--- config.mk ---
export PLATFORM = sky130hd
export DESIGN_NAME = ecc_rom_reader
export DESIGN_NICKNAME = d
export VERILOG_FILES = /design/src/rtl/ecc_rom_reader_pkg.sv /design/src/rtl/ecc_rom_fifo.sv /design/src/rtl/ecc_rom_reader.sv
export SDC_FILE = /design/constraint.sdc
export NUM_CORES = 1
export LEC_CHECK = 0
export CORE_MARGIN = 2
export CORE_UTILIZATION = 40
export CTS_CLUSTER_DIAMETER = 80
export DETAILED_ROUTE_END_ITERATION = 10
export GPL_TIMING_DRIVEN = 0
export HOLD_SLACK_MARGIN = 0.12
export MAX_ROUTING_LAYER = met4
export SETUP_SLACK_MARGIN = 0.2
export SYNTH_ARGS = -nofsm -noshare
export SYNTH_HDL_FRONTEND = slang
export SYNTH_SLANG_ARGS = --single-unit
--- constraint.sdc ---
create_clock -name CLK -period 2.2 [get_ports CLK]
set_input_delay 0.33 -clock CLK [delete_from_list [all_inputs] [get_ports CLK]]
set_output_delay 0.33 -clock CLK [all_outputs]
set_load 0.005 [all_outputs]
--- src/rtl/ecc_rom_reader_pkg.sv ---
// Shared widths, FSM encoding and in-flight tag type for the ECC ROM burst reader.
package ecc_rom_reader_pkg;

  localparam int unsigned ROM_AW     = 6;
  localparam int unsigned ROM_DW     = 16;
  localparam int unsigned FIFO_DEPTH = 4;
  localparam int unsigned LEN_W      = 5;
  localparam int unsigned FIFO_W     = ROM_DW + 1;
  localparam int unsigned PTR_W      = 2;
  localparam int unsigned CNT_W      = 3;

  typedef enum logic [1:0] {
    ST_IDLE  = 2'd0,
    ST_FETCH = 2'd1,
    ST_DRAIN = 2'd2
  } state_e;

  // One in-flight ROM read: valid plus "this is the final word of the burst".
  typedef struct packed {
    logic vld;
    logic last;
  } tag_t;

endpackage

--- src/rtl/ecc_rom_fifo.sv ---
// 4-entry synchronous FIFO holding ROM words with their end-of-burst flag.
module ecc_rom_fifo
  import ecc_rom_reader_pkg::*;
(
  input  logic              clk_i,
  input  logic              rst_i,
  input  logic              push_i,
  input  logic [FIFO_W-1:0] wdata_i,
  input  logic              pop_i,
  output logic [FIFO_W-1:0] rdata_o,
  output logic [CNT_W-1:0]  count_o
);

  logic [FIFO_W-1:0] mem_q [FIFO_DEPTH];
  logic [PTR_W-1:0]  wr_ptr_q, wr_ptr_d;
  logic [PTR_W-1:0]  rd_ptr_q, rd_ptr_d;
  logic [CNT_W-1:0]  count_q, count_d;
  logic              do_push, do_pop;

  // Guarded push/pop so a misbehaving client can never corrupt the pointers.
  always_comb begin
    do_push  = push_i && (count_q != CNT_W'(FIFO_DEPTH));
    do_pop   = pop_i && (count_q != '0);
    wr_ptr_d = wr_ptr_q + PTR_W'(do_push);
    rd_ptr_d = rd_ptr_q + PTR_W'(do_pop);
    count_d  = count_q + CNT_W'(do_push) - CNT_W'(do_pop);
  end

  always_ff @(posedge clk_i) begin
    if (rst_i) begin
      for (int unsigned i = 0; i < FIFO_DEPTH; i++) begin
        mem_q[i] <= '0;
      end
      wr_ptr_q <= '0;
      rd_ptr_q <= '0;
      count_q  <= '0;
    end else begin
      if (do_push) begin
        mem_q[wr_ptr_q] <= wdata_i;
      end
      wr_ptr_q <= wr_ptr_d;
      rd_ptr_q <= rd_ptr_d;
      count_q  <= count_d;
    end
  end

  assign rdata_o = mem_q[rd_ptr_q];
  assign count_o = count_q;

endmodule

--- src/rtl/ecc_rom_reader.sv ---
// Burst reader: streams len consecutive ROM words (with a last marker) through a
// credit-limited 4-deep FIFO to a valid/ready consumer.
module ecc_rom_reader
  import ecc_rom_reader_pkg::*;
(
  input  logic              CLK,
  input  logic              rst,
  input  logic              start,
  input  logic [ROM_AW-1:0] base_addr,
  input  logic [LEN_W-1:0]  len,
  output logic              busy,
  output logic              done,
  output logic              rom_cen,
  output logic [ROM_AW-1:0] rom_a,
  input  logic [ROM_DW-1:0] rom_q,
  output logic [ROM_DW-1:0] data,
  output logic              data_valid,
  input  logic              data_ready,
  output logic              data_last
);

  state_e            state_q, state_d;
  logic              busy_q, busy_d;
  logic              done_q, done_d;
  logic              cen_q, cen_d;
  logic [ROM_AW-1:0] addr_q, addr_d;
  logic [LEN_W-1:0]  rem_q, rem_d;
  tag_t              tag1_q, tag1_d;
  tag_t              tag2_q, tag2_d;

  logic [FIFO_W-1:0] fifo_rdata;
  logic [CNT_W-1:0]  fifo_count;
  logic [CNT_W-1:0]  occ_c;
  logic              room_c;
  logic              xfer_c;

  ecc_rom_fifo u_fifo (
    .clk_i   (CLK),
    .rst_i   (rst),
    .push_i  (tag2_q.vld),
    .wdata_i ({tag2_q.last, rom_q}),
    .pop_i   (xfer_c),
    .rdata_o (fifo_rdata),
    .count_o (fifo_count)
  );

  assign data_valid = (fifo_count != '0);
  assign data       = fifo_rdata[ROM_DW-1:0];
  assign data_last  = data_valid && fifo_rdata[ROM_DW];
  assign xfer_c     = data_valid && data_ready;

  // Reads in flight count against FIFO space so a stalled consumer never overflows it.
  assign occ_c  = fifo_count + CNT_W'(tag1_q.vld) + CNT_W'(tag2_q.vld);
  assign room_c = (occ_c < CNT_W'(FIFO_DEPTH));

  always_comb begin
    state_d     = state_q;
    busy_d      = busy_q;
    done_d      = 1'b0;
    cen_d       = 1'b1;
    addr_d      = addr_q;
    rem_d       = rem_q;
    tag1_d      = '0;
    tag2_d      = tag1_q;

    case (state_q)
      ST_IDLE: begin
        if (start) begin
          if (len == '0) begin
            done_d = 1'b1;
          end else begin
            busy_d      = 1'b1;
            cen_d       = 1'b0;
            addr_d      = base_addr;
            rem_d       = len - LEN_W'(1);
            tag1_d.vld  = 1'b1;
            tag1_d.last = (len == LEN_W'(1));
            state_d     = (len == LEN_W'(1)) ? ST_DRAIN : ST_FETCH;
          end
        end
      end
      ST_FETCH: begin
        if (room_c) begin
          cen_d       = 1'b0;
          addr_d      = addr_q + ROM_AW'(1);
          rem_d       = rem_q - LEN_W'(1);
          tag1_d.vld  = 1'b1;
          tag1_d.last = (rem_q == LEN_W'(1));
          if (rem_q == LEN_W'(1)) begin
            state_d = ST_DRAIN;
          end
        end
      end
      ST_DRAIN: begin
        if (xfer_c && data_last) begin
          state_d = ST_IDLE;
          busy_d  = 1'b0;
          done_d  = 1'b1;
        end
      end
      default: state_d = ST_IDLE;
    endcase
  end

  always_ff @(posedge CLK) begin
    if (rst) begin
      state_q <= ST_IDLE;
      busy_q  <= 1'b0;
      done_q  <= 1'b0;
      cen_q   <= 1'b1;
      addr_q  <= '0;
      rem_q   <= '0;
      tag1_q  <= '0;
      tag2_q  <= '0;
    end else begin
      state_q <= state_d;
      busy_q  <= busy_d;
      done_q  <= done_d;
      cen_q   <= cen_d;
      addr_q  <= addr_d;
      rem_q   <= rem_d;
      tag1_q  <= tag1_d;
      tag2_q  <= tag2_d;
    end
  end

  assign busy    = busy_q;
  assign done    = done_q;
  assign rom_cen = cen_q;
  assign rom_a   = addr_q;

endmodule

==> results.toml <==
[run_status]
status = "finished clean"

[timing]
final.setup.tns_ns = 0
setup_viol = 0
clock.fmax_mhz = 470
slew_headroom = 0.600
hold_viol = 0
worstMarginPinSlew_ns = 0.591
rsz0062_at_grt = "true"
fin_crit_ns = 2.13
drv_slew = 0
post-route-period-util = 0.967
finClkSkew_ns = 0.00394

[cts]
cts_root_buf = "clkbuf_16"
cts.sinks = 95
clk_path_buf_depth = 2
htreeDepth = 3
cts_tree = "built"
clk_latency_ns = 0.34
clkTransAtPathRegs_ns = 0.07
cts_made_buffers = 9

[global_route]
grt_pass1_vias = 3235
grt_usage = 0.177
grt_max_degree = 18
antenna_found_initial = 0
grt_overflow = 0
grt_pass1_wl_mm = 16.6

[yosys]
yosysTopAreaCellShare = 0.446
synth-seq-cells = 95
synth_top_cell_by_area = "edfxtp_1"
yosysUniqueCellTypes = 62
synthArstFlopShare = 0
ys.flop_type = "edfxtp_1"
synth-edff-count = 68
netlist_instances = 341
ys_warn_count = 0
syn_area_sq_um = 4580
synth_nets = 384
syn-mean-instance-area_sq_um = 13.4
ys_seq_area_frac = 0.564
yosys-top-cells-area = "edfxtp_1 45%, dfxtp_1 12%, and2_1 9.6%"

[power_and_ir_drop]
switching_share = 0.292
seqPwrFrac = 0.360
powerDensity_nw_per_um2 = 1070
share_comb_of_total_power = 0.360
vdd_drop_max_mv = 0.504
p_clk_frac = 0.280
p_sw_mw = 1.89
p_leak_nw = 2.31
p_int_mw = 4.57

[job]
maxCapViolCount = 0

[setup_path]
endpoint_kind = "flop"
worstPathCellList = "or3_4, and2_4, ha_4, inv_2, ha_4, fa_2, xnor2_2, xnor2_1, nor2_1"
r2r_start = "u_fifo.count_o[1]$_SDFF_PP0_"
cp.arrival_ns = 2.34
startpoint_type = "flop"
path_common_cell = "ha_4"
critPathSlowestCell = "or3_4"
critPathKind = "reg2reg"
slowest_delay_ns = 0.38
critPathRequiredTime_ns = 2.41
r2r_setup_slack_ns = 0.07
crit_fanout = 2
ff2ff_path_depth = 9
reg2reg_to = "u_fifo.count_o[2]$_SDFF_PP0_"

[floorplanning]
start_util = 0.406
io_pins = 58
rows = 39
dieHeight_um = 111
die_area_sq_um = 12300
die_w_um = 111
core_area_sq_um = 11300

[routing]
ant_nets = 0
viasPerCell = 5.26
route.detailed.drc = 0
drt-total-wl_mm = 10.0
drt_pass1_iterations = 4
drt_iter0_markers = 182
dr_total_vias = 3043
wl_per_cell_um = 17.3

[cells_and_area]
antenna-diode-count = 0
area_growth_pct = 31.3
stdcell_count = 579
fin_area_sq_um = 6010
fin_util = 0.533
nFillCells = 962
nNetsFinal = 474
drive_above_1_share = 0.257
final_cell_mix = "68 x and2_1, 68 x edfxtp_1, 38 x clkdlybuf4s50_1, 23 x dfxtp_1, 17 x mux4_2"

[placement]
dpl.cell_count = 541
placed_cell_area_sq_um = 5370
place.detailed.hpwl_mm = 6.53
numPortBuffers = 57
place.gp.congestion = 0.820

[hold_path]
holdPathStages = 1
worstHoldStart = "tag1_q[0]$_SDFF_PP0_"
worstHoldEndpoint = "tag2_q[0]$_SDFF_PP0_"
hold_path_class = "reg2reg"
## Yosys cell counts, types with 7 or more instances
library cell and instances:
nand2_1 9, edfxtp_1 68, nor2_1 10, nor2b_1 8, and2_1 70, ha_1 11
a32o_1 7, inv_1 13, xnor2_1 7, mux4_2 17, clkbuf_1 7, dfxtp_1 27
## per-layer routing
metal | wire (um) | GRT usage
met1 | 4330 | 0.216
met2 | 5090 | 0.291
met3 | 440 | 0.0312
met4 | 181 | 0.0750
met5 | 0 | -
## flip-flops by register name, summed over array words and instances (netlist names)
signal           cells
u_fifo.mem_q        68
rom_a                6
rem_q                5
u_fifo.count_o       3
state_q              2
tag1_q               2
tag2_q               2
u_fifo.rd_ptr_q      2
u_fifo.wr_ptr_q      2
busy                 1
done                 1
rom_cen              1
## critical path: cells and delay by family, from the launching register on
kind | cells | cell delay, ns
DFF | 1 | 0.34
and+or+nand+nor | 3 | 0.60
adders and majority gates | 3 | 0.75
xor gates and xnor gates | 2 | 0.27
buffers and inverters | 1 | 0.04
## cells by family (layout without fill, tap and decap cells)
family / Yosys count / after routing / share of synthesized area
flops: 95 / 95 / 0.564
buf+inv: 31 / 126 / 0.0312
xor+xnor: 7 / 7 / 0.0134
simple gates: 130 / 130 / 0.179
mux: 20 / 20 / 0.0902
compound gates: 46 / 46 / 0.0877
fa+ha+maj: 12 / 12 / 0.0344
## worst max-delay path by stage
stage                            startpoint                               end  slack (ns)  cells after the start
2_1_floorplan  u_fifo.count_o[1]$_SDFF_PP0_      u_fifo.count_o[2]$_SDFF_PP0_        0.06                      9
5_1_grt        u_fifo.count_o[1]$_SDFF_PP0_      u_fifo.count_o[2]$_SDFF_PP0_       0.004                      9
3_3_place_gp                            rst  u_fifo.mem_q[0][8]$_SDFFCE_PN0P_       -0.50                      5
4_1_cts        u_fifo.count_o[1]$_SDFF_PP0_      u_fifo.count_o[2]$_SDFF_PP0_        0.06                      9
6_report       u_fifo.count_o[1]$_SDFF_PP0_      u_fifo.count_o[2]$_SDFF_PP0_        0.07                      9
3_5_place_dp                            rst  u_fifo.mem_q[0][8]$_SDFFCE_PN0P_       -0.52                      5
## final cells by class
cell class	instances	area [sq um]	share of cell area
buffer	16	121	0.0202
tap	143	179	0.0298
inverter	15	56.3	0.00937
multi-input combinational	215	1950	0.324
timing repair buffer	79	773	0.129
clock inverter	6	116	0.0194
clock buffer	10	229	0.0381
sequential	95	2590	0.431
## per-stage QoR
step	setup slack, ns	hold slack, ns	power (mW)
5_1_grt	0.00380	0.463	6.79
4_1_cts	0.0616	0.435	6.37
3_3_place_gp	-0.500	0.419	4.27
3_5_place_dp	-0.522	0.424	4.29
6_report	0.0716	0.440	6.45
2_1_floorplan	0.0608	0.414	3.56
## power by group through the flow
stage	sequential, mW	combinational (mW)	clock, mW
floorplan	2.32	1.24	0
global placement	2.36	1.91	0
detailed placement	2.36	1.93	0
CTS	2.32	2.22	1.83
global route	2.36	2.53	1.90
finish	2.32	2.32	1.81
## timing repair
item                                    in CTS  in global routing
gates cloned                                 1                  0
resized for setup                           80                 16
setup buffers                               18                  3
endpoints found under the setup margin      81                 42
hold buffers                                 0                  0
pin swaps                                    5                  2
(Power assumes the default switching activity.)
